===== src/rtl/abs.sv =====
// Registered absolute value: z holds the unsigned magnitude of the two's-complement
// operand a, one clock after a is sampled.
module abs #(
   parameter int WIDTH = 32
) (
   input  logic             clk,
   input  logic             rst,
   input  logic [WIDTH-1:0] a,
   output logic [WIDTH-1:0] z
);

   localparam logic [WIDTH-1:0] ONE = WIDTH'(1);

   logic [WIDTH-1:0] mag;

   // The most-negative code negates to itself, which read unsigned is 2^(WIDTH-1),
   // the correct magnitude, so no saturation is needed.
   always_comb begin
      mag = a;
      if (a[WIDTH-1]) begin
         mag = ~a + ONE;
      end
   end

   // NOTE: registers are written with non-blocking assignments so every flop
   // samples its inputs as they were before the edge.
   always_ff @(posedge clk) begin
      if (rst) begin
         z <= '0;
      end else begin
         z <= mag;
      end
   end

endmodule


===== config.mk =====
export PLATFORM = sky130hd
export DESIGN_NAME = abs
export DESIGN_NICKNAME = d
export VERILOG_FILES = /design/src/rtl/abs.sv
export SDC_FILE = /design/constraint.sdc
export NUM_CORES = 1
export LEC_CHECK = 0
export CORE_MARGIN = 3
export CORE_UTILIZATION = 39
export CTS_BUF_LIST = sky130_fd_sc_hd__clkbuf_16
export DETAILED_ROUTE_END_ITERATION = 6
export HOLD_SLACK_MARGIN = 0.02
export PLACE_DENSITY = 0.8
export SLEW_MARGIN = 10
export SYNTH_ARGS = -nofsm -noshare
export SYNTH_HDL_FRONTEND = slang
export SYNTH_SLANG_ARGS = --single-unit

===== constraint.sdc =====
create_clock -name clk -period 2.32 [get_ports clk]
set_input_delay 0.348 -clock clk [delete_from_list [all_inputs] [get_ports clk]]
set_output_delay 0.348 -clock clk [all_outputs]
set_load 0.01 [all_outputs]

==> results by group, run 1 <==
Timing
  • Fmax: ~0.43 GHz
  • Hold Fails Final Rpt: 0
  • Setup TNS: 0 ns
  • Max-slew violations: 0
  • Min cycle time layout: 2.315 ns
  • Worst slew pin tran: 0.4729 ns
  • Min Hold Slack: approximately 0.47 ns
  • Relative slew margins: 68.47%
  • Period utilization: about 100%
  • Setup violators final: 0

Critical path
  • Critical Path Start: a[5]
  • Worst-path cell chain: clkdlybuf4s50_1 > or4_4 > or4_4 > o41ai_4 > mux2_4
  • Worst path buffer plus inverter count: 1
  • Critical path fanouts, max: 3
  • CP top delay family: simple AND/OR/NAND/NOR gates
  • Critical Path End Type: flop
  • Slowest stage cell on the critical path: or4_4
  • Max incr delay on CP: 0.55 ns
  • Critical Path AT: between 2 and 2.5 ns
  • CP startpoint kind: primary input
  • Setup Crit Path Kind: in2reg
  • CP required: between 2 and 2.5 ns
  • Crit-path most repeated cell: or4_4

Worst hold path
  • Endpoint, Worst Hold: z[11]
  • Cell count of the worst hold path: 4
  • Worst hold path type: in2reg
  • Hold path start: a[11]

Pwr
  • Maximum vdd drop: 0.4171 mV
  • Overall power: roughly 1600 uW
  • Comb power frac: about a quarter
  • Lkg Pwr: roughly 0.0013 uW
  • Power density cells: 532.5 nW/um^2
  • Psw: 396.0 uW
  • P_int: between 1000 and 1500 uW
  • Switch share: between 20% and 30%
  • Reg power frac: a little under two fifths
  • Clk network pwr share: approximately two fifths

Route
  • DR iter-0 viols: around 150
  • Routed length on met1: between 2000 and 2500 microns
  • Top Layer Used: met4
  • Final wirelength: between 5000 and 6000 microns
  • Post-route ant nets: 0
  • WL met2: 2858 microns
  • Via/cell ratio: around 5.2
  • Met3 wire len: about 250 microns
  • Drt pass-1 iters: 4
  • DR vias: about 1900
  • # DRC: 0
  • Avg WL per Cell: around 15 microns

Yosys
  • Post-Syn Nets: approximately 230
  • Cells after Synth: 189
  • Register area share after synthesis: between 30% and 40%
  • Yosys warning total: 0
  • Mapped Avg Cell Area: 8.917 sq um
  • Synth Register Bits: 32
  • Netlist Area Pre-Place: 1685 sq um
  • Netlist cell types: 37

Final layout
  • Biggest register: z
  • Inserted Diodes: 0
  • Layout overhead on the synthesized area: 77.36%
  • Biggest regs: z x32
  • Largest register FFs: 32
  • Share of cells above drive strength 1: approximately 28%
  • Commonest cells after routing, fill and taps aside: buf_4 (53), clkdlybuf4s50_1 (52), dfxtp_1 (32), nor2_1 (30), nor2b_1 (15)
  • Most common library cell in the layout ignoring fill and taps: buf_4
  • Layout net count: 342

CTS
  • Root buffer cell: clkbuf_16
  • CTS clk-pin slew, worst paths: 0.05 ns
  • Max clock buf depth: 2
  • CTS Buf Count: 5
  • TritonCTS clock tree: done
  • Clk sink count: 32
  • H-tree levels: 2

Floorplanning
  • Ports: between 60 and 70
  • Die X: roughly 72 microns
  • Rows: 23
  • Core area: around 4000 sq um
  • Die Area: 5146 sq um
  • Starting Density: between 40% and 50%
  • Die height: between 70 and 80 microns

Global route
  • Initial antenna violation count: 0
  • All-Layer GR Usage: around a fifth
  • Total gr overflow: 0
  • Global-route wire length before repair: 8556 microns
  • Largest net degree at the start of global routing: 47
  • Number of global-route vias before repair: ~1900

Job
  • Max-cap viol count: 0

Place
  • Post-DP HPWL: just under 4000 microns
  • Input/output buffers: 65
  • Placer Congestion: 0.9288

Outcome
  • Outcome: finished clean
==> synthesized netlist by cell type (all sizes together) <==
master  count  area (sq um)
xor2        8         70.07
mux2       15         168.9
ha          2         25.02
or3b        1         8.760
inv         4         15.01
a41oi       1         8.760
o41ai       7         76.32
o31ai       7         52.55
and3        1         6.260
a21oi       5         25.02
or3         4         25.02
or4        10         86.33
nor4        4         31.28
nand2       5         18.77
buf         2         15.01
nor2b      15         93.84
or2         2         12.52
mux2i       1         10.01
nor3        7         35.03
xnor2       3         26.28
and4        1         8.760
nand3       2         10.01
o21ai       7         35.03
nand4       2         12.51
nor2       30         112.6
clkbuf      7         26.28
o31a        1         8.760
dfxtp      32         640.6
a31oi       2         12.51
nor3b       1         7.510
==> worst max path at each step <==
stage | endpoint | slack [ns] | depth (start not counted)
2_1_floorplan | z[28] | 0.01 | 5
3_3_place_gp | z[28] | -0.39 | 5
3_5_place_dp | z[28] | -0.46 | 7
4_1_cts | z[28] | 0.02 | 5
5_1_grt | z[28] | -0.03 | 5
6_report | z[28] | 0.005 | 5
==> logic make-up after synthesis <==
family          share of synthesized area [%]
flops                                   38.01
fa+ha+maj                               1.485
mux                                     10.62
simple gates                            27.84
buf+inv                                 3.341
compound gates                          12.99
xor+xnor                                5.717
==> layout make-up <==
type,count,area [sq um]
Fill cell,296,1097
Multi-Input combinational cell,144,1072
Timing Repair Buffer,119,1062
Sequential cell,32,640.6
Clock buffer,5,125.1
Tap cell,50,62.56
Inverter,4,15.01
Clock inverter,3,11.26
==> routing by layer <==
metal  global-route usage (%)  vias up
li1                         -      922
met1                    25.95      879
met2                    35.71       61
met3                    4.488        8
met4                    6.054        0
met5                        0        -
==> power groups by stage <==
| stage | registers (uW) | logic (uW) | clock network [uW] |
|---|---|---|---|
| global placement | 614 | 351 | 0 |
| finish | 603 | 381 | 608 |
| CTS | 603 | 368 | 616 |
| global route | 606 | 409 | 640 |
| detailed placement | 614 | 358 | 0 |
| floorplan | 634 | 109 | 0 |
==> through the flow <==
step           instance area (sq um)  instances  worst slack (ns)  utilization, %
6_report                        2989        357          0.004655           73.15
5_1_grt                         2989        357          -0.02571           73.15
4_1_cts                         2914        356           0.02319           71.31
3_5_place_dp                    2710        342           -0.4642           66.32
3_3_place_gp                    2710        342           -0.3910           66.32
2_1_floorplan                   1685        189           0.01461               -
==> timing repair <==
action	4_1_cts	5_1_grt
hold buffers	0	0
gates resized for setup	18	14
pin swaps	6	6
endpoints found under the hold margin	0	0
endpoints found under the setup margin	7	11
setup buffers	6	1
(Power assumes the default switching activity.)
==> run 2: changes to the inputs <==
--- a/config.mk
+++ b/config.mk
@@ -7,3 +7,3 @@
 export LEC_CHECK = 0
-export CORE_MARGIN = 3
+export CORE_MARGIN = 4
 export CORE_UTILIZATION = 39
==> constraint.sdc (replaced) <==
create_clock -name clk -period 2.32 [get_ports clk]
set_input_delay 0.464 -clock clk [delete_from_list [all_inputs] [get_ports clk]]
set_output_delay 0.464 -clock clk [all_outputs]
set_load 0.01 [all_outputs]
==> run 2 against run 1 <==
Net effect:
- worst hold slack gained 0.13 ns
- combinational power fell by 2%
- die area increased by 5.7%
- global-route usage shrank 0.23 points
- clock power about the same
- sequential cell count unchanged
- sequential share of layout area rose by 0.27 points
- via count grew 1.3%
- largest cell class unchanged
- first-iteration DRC count fell by 6.8%
- clock-buffer cell count is the same
- maximum frequency is 0.89% higher
- sequential power barely moved
==> results by group, run 2 (synthesis results as in run 1) <==
Outcome
  • Outcome: finished clean

Route
  • DR vias: about 1900
  • # DRC: 0
  • Via/cell ratio: between 5 and 6
  • Met3 wire len: 271 microns
  • DR iter-0 viols: around 140
  • Final wirelength: ~5500 microns
  • Drt pass-1 iters: 4
  • Avg WL per Cell: about 16 microns
  • WL met2: between 2000 and 3000 microns
  • Routed length on met1: around 2200 microns
  • Top Layer Used: met4
  • Post-route ant nets: 0

Place
  • Post-DP HPWL: around 3800 microns
  • Placed cell count: around 340
  • Cell Area, Placed: ~2700 sq um
  • Placer Congestion: about 0.84
  • Input/output buffers: 65

Final layout
  • Largest register FFs: 32
  • Share of cells above drive strength 1: 29.14%
  • Biggest regs: z x32
  • Layout net count: about 340
  • Storage element area: between 600 and 700 sq um
  • Final Instance Area: between 2000 and 3000 sq um
  • Biggest register: z
  • Commonest cells after routing, fill and taps aside: buf_4 (48), clkdlybuf4s50_1 (45), dfxtp_1 (32), nor2_1 (30), nor2b_1 (15)
  • Most common library cell in the layout ignoring fill and taps: buf_4
  • Area of the multi-input gates: approximately 1100 sq um
  • Fill cell count: 307
  • Inserted Diodes: 0
  • Finished Layout Cells: between 300 and 400
  • Layout overhead on the synthesized area: 75.13%

Pwr
  • Clk network pwr share: a little under two fifths
  • Lkg Pwr: between 0.001 and 0.0015 uW
  • Power density cells: about 540 nW/um^2
  • Reg power frac: roughly two fifths
  • P_int: between 1000 and 1500 uW
  • Switch share: 24.77%
  • Maximum vdd drop: between 0.3 and 0.4 mV
  • Comb power frac: 23.7%
  • Psw: between 300 and 400 uW

Critical path
  • Critical Path AT: around 2.5 ns
  • Critical path fanouts, max: 3
  • CP required: about 2.5 ns
  • Critical Path End Type: flop
  • CP startpoint kind: primary input
  • Setup Crit Path Kind: in2reg

Timing
  • Period utilization: between 90% and 100%
  • Min cycle time layout: 2.295 ns
  • Max-slew violations: 0
  • Hold Fails Final Rpt: 0
  • Setup violators final: 0
  • Relative slew margins: between 60 and 70%
  • Fmax: about 0.44 GHz
  • Worst slew pin tran: approximately 0.46 ns
  • Min Hold Slack: 0.5972 ns
  • RSZ-0062 raised after global routing: false

Worst hold path
  • Worst hold path type: in2reg

Floorplanning
  • Core area: 4086 sq um
  • Die height: between 70 and 80 microns
  • Die X: between 70 and 80 microns
  • Starting Density: about 41%
  • Die Area: around 5400 sq um
  • Rows: 23
  • Ports: 66

CTS
  • Hold Buf Count CTS: 0
  • CTS clk-pin slew, worst paths: around 0.05 ns
  • Clk sink count: 32
  • Max clock buf depth: 2
  • CTS Buf Count: 5
  • H-tree levels: 2
  • TritonCTS clock tree: done
  • Root buffer cell: clkbuf_16

Global route
  • Largest net degree at the start of global routing: between 40 and 50
  • Total gr overflow: 0
  • Initial antenna violation count: 0
  • Global-route wire length before repair: between 8000 and 9000 microns
  • All-Layer GR Usage: around 21%
  • Number of global-route vias before repair: ~1800

Job
  • Max-cap viol count: 0
-- run 2: per-layer routing --
layer	vias up	GRT usage, %
met5	-	0
met4	0	9.256
met3	12	4.788
met2	57	34.74
met1	914	24.42
li1	912	-
-- run 2: cell type report --
| cell class | count | share of cell area [%] |
|---|---|---|
| Clock buffer | 5 | 4.239 |
| Clock inverter | 3 | 0.4663 |
| Inverter | 4 | 0.5087 |
| Multi-Input combinational cell | 144 | 37.18 |
| Sequential cell | 32 | 21.70 |
| Tap cell | 50 | 2.120 |
| Timing Repair Buffer | 114 | 33.79 |
-- run 2: repair_timing --
item / in CTS / in global routing
gates resized for setup: 29 / 23
setup buffers: 0 / 2
pin swaps: 9 / 12
setup endpoints to repair: 13 / 9
-- run 2: through the flow --
stage          utilization (%)  setup TNS [ns]  total power (uW)  worst slack (ns)
2_1_floorplan                -        -0.03989             746.2          -0.03989
3_3_place_gp             66.87          -5.122             967.7           -0.4906
3_5_place_dp             66.87          -5.689             974.9           -0.5423
4_1_cts                  71.00               0              1587          0.002903
5_1_grt                  72.23               0              1656          0.005064
6_report                 72.23               0              1584           0.02511
-- run 2: final timing paths --
kind	start	end	slack (ns)	depth (start not counted)
max	a[5]	z[28]	0.03	5
min	a[12]	z[12]	0.60	4
-- run 2: power groups by stage --
stage	sequential [uW]	combinational (uW)	clock (uW)
floorplan	634	112	0
global placement	613	355	0
detailed placement	613	362	0
CTS	603	364	621
global route	605	404	646
finish	603	375	606
-- run 2: critical path, cell delays in order --
cell and delay (ns):
clkdlybuf4s15_1 0.19, or4_4 0.53, or4_4 0.55, o41ai_2 0.36, mux2_1 0.35
==> run 3: changes to the inputs <==
- CORE_UTILIZATION: 39 -> 45
- PLACE_DENSITY: 0.8 -> 0.86
- clock period: 2.32 -> 2.65 ns (I/O delays scaled with it)
==> run 3 against run 2 <==
Net effect:
- combinational power is 15% lower
- non-clock buffer count is 13 lower
- first-iteration DRC count rose by 35%
- largest cell class unchanged
- worst hold slack improved by 0.047 ns
- sequential cell count did not move
- total power shrank 6.6%
- global-route usage is 0.98 points higher
- final cell count fell by 4.8%
==> results by group, run 3 (synthesis results as in run 1) <==
Pwr
  • Maximum vdd drop: 0.3777 mV
  • Power density cells: 521.1 nW/um^2
  • Reg power frac: between 30% and 40%
  • Comb power frac: between 20% and 30%
  • Lkg Pwr: around 0.0012 uW
  • Switch share: between 20% and 30%
  • Clk network pwr share: 42.8%
  • Psw: ~340 uW
  • P_int: approximately 1100 uW

Final layout
  • Most common library cell in the layout ignoring fill and taps: clkdlybuf4s50_1
  • Biggest regs: z x32
  • Inserted Diodes: 0
  • Biggest register: z
  • Layout net count: 324
  • Layout overhead on the synthesized area: 68.45%
  • Storage element area: 640.6 sq um
  • Commonest cells after routing, fill and taps aside: clkdlybuf4s50_1 (64), buf_4 (36), dfxtp_1 (32), nor2_1 (30), nor2b_1 (15)
  • Area of the multi-input gates: between 1000 and 1500 sq um
  • Largest register FFs: 32
  • Share of cells above drive strength 1: 21.80%
  • Fill cell count: approximately 230
  • Finished Layout Cells: roughly 340

Place
  • Post-DP HPWL: between 3000 and 4000 microns
  • Placer Congestion: around 0.87
  • Placed cell count: about 330
  • Input/output buffers: 65
  • DP Worst Slack: -0.3139 ns

Critical path
  • Critical Path AT: 2.77 ns
  • CP startpoint kind: primary input
  • Setup Crit Path Kind: in2reg
  • CP required: 2.81 ns
  • Critical Path End Type: flop
  • Critical path fanouts, max: 3

Timing
  • Relative slew margins: between 60% and 70%
  • Setup violators final: 0
  • Period utilization: between 90 and 100%
  • Setup TNS: 0 ns
  • Hold Fails Final Rpt: 0
  • Min Hold Slack: roughly 0.64 ns
  • Min cycle time layout: 2.604 ns
  • Fmax: between 0.3 and 0.4 GHz
  • Max-slew violations: 0
  • Worst slew pin tran: slightly above 0.5 ns
  • RSZ-0062 raised after global routing: true
  • Final setup margin: 0.04615 ns

Route
  • Via/cell ratio: 5.522
  • DR vias: between 1500 and 2000
  • Drt pass-1 iters: 4
  • Avg WL per Cell: 15.97 microns
  • # DRC: 0
  • DR iter-0 viols: roughly 180
  • Post-route ant nets: 0
  • Final wirelength: between 5000 and 6000 microns

Global route
  • Largest net degree at the start of global routing: between 40 and 50
  • All-Layer GR Usage: a little over a fifth
  • Global-route wire length before repair: ~8400 microns
  • Number of global-route vias before repair: ~1800
  • Total gr overflow: 0
  • Initial antenna violation count: 0

Floorplanning
  • Rows: 21
  • Starting Density: roughly half
  • Die X: between 60 and 70 microns
  • Ports: 66
  • Die Area: 4789 sq um
  • Die height: between 60 and 70 microns
  • Core area: approximately 3500 sq um

CTS
  • Root buffer cell: clkbuf_16
  • Clk sink count: 32
  • TritonCTS clock tree: done
  • CTS Buf Count: 5
  • H-tree levels: 2
  • Max clock buf depth: 2
  • CTS clk-pin slew, worst paths: ~0.05 ns

Outcome
  • Outcome: finished clean

Worst hold path
  • Worst hold path type: in2reg
  • Cell count of the worst hold path: 4

Job
  • Max-cap viol count: 0
-- run 3: stage by stage --
step	util (%)	total power, uW	instance area [sq um]
after global routing	81.85	1534	2839
after detailed placement	75.61	839.7	2623
after CTS	80.56	1470	2794
after floorplan	-	650.6	1685
final	81.85	1479	2839
after global placement	75.61	833.9	2623
-- run 3: timing repair --
action / CTS / global route
endpoints found under the hold margin: 0 / 0
buffers inserted: 0 / 0
hold buffers: 0 / 0
setup endpoints to repair: 2 / 5
pin swaps: 1 / 3
gates resized for setup: 3 / 10
-- run 3: final timing paths --
check	startpoint	end	slack (ns)
min	a[0]	z[0]	0.64
max	a[11]	z[28]	0.05
-- run 3: per-layer routing --
metal,up-vias,wire length [microns],global-route usage [%]
met2,89,2662,35.70
li1,878,-,-
met5,-,0,0
met4,0,93,8.026
met1,872,2203,26.67
met3,11,389,5.507
-- run 3: cell type report --
type / count / share of cell area, %
multi-input combinational: 144 / 36.62
clock buffer: 5 / 4.407
timing repair buffer: 101 / 32.53
clock inverter: 3 / 1.322
inverter: 4 / 0.5289
tap: 46 / 2.027
sequential: 32 / 22.57
-- run 3: power groups by stage --
stage,Sequential (uW),Clock (uW),Combinational [uW]
4_1_cts,528,634,309
3_3_place_gp,536,0,297
3_5_place_dp,537,0,303
2_1_floorplan,555,0,95.5
6_report,528,634,318
5_1_grt,530,664,340
-- run 3: critical path, cell delays in order --
cell and delay [ns]:
clkdlybuf4s50_1 0.43, or4_4 0.57, or4_4 0.59, o41ai_4 0.32, mux2_4 0.33
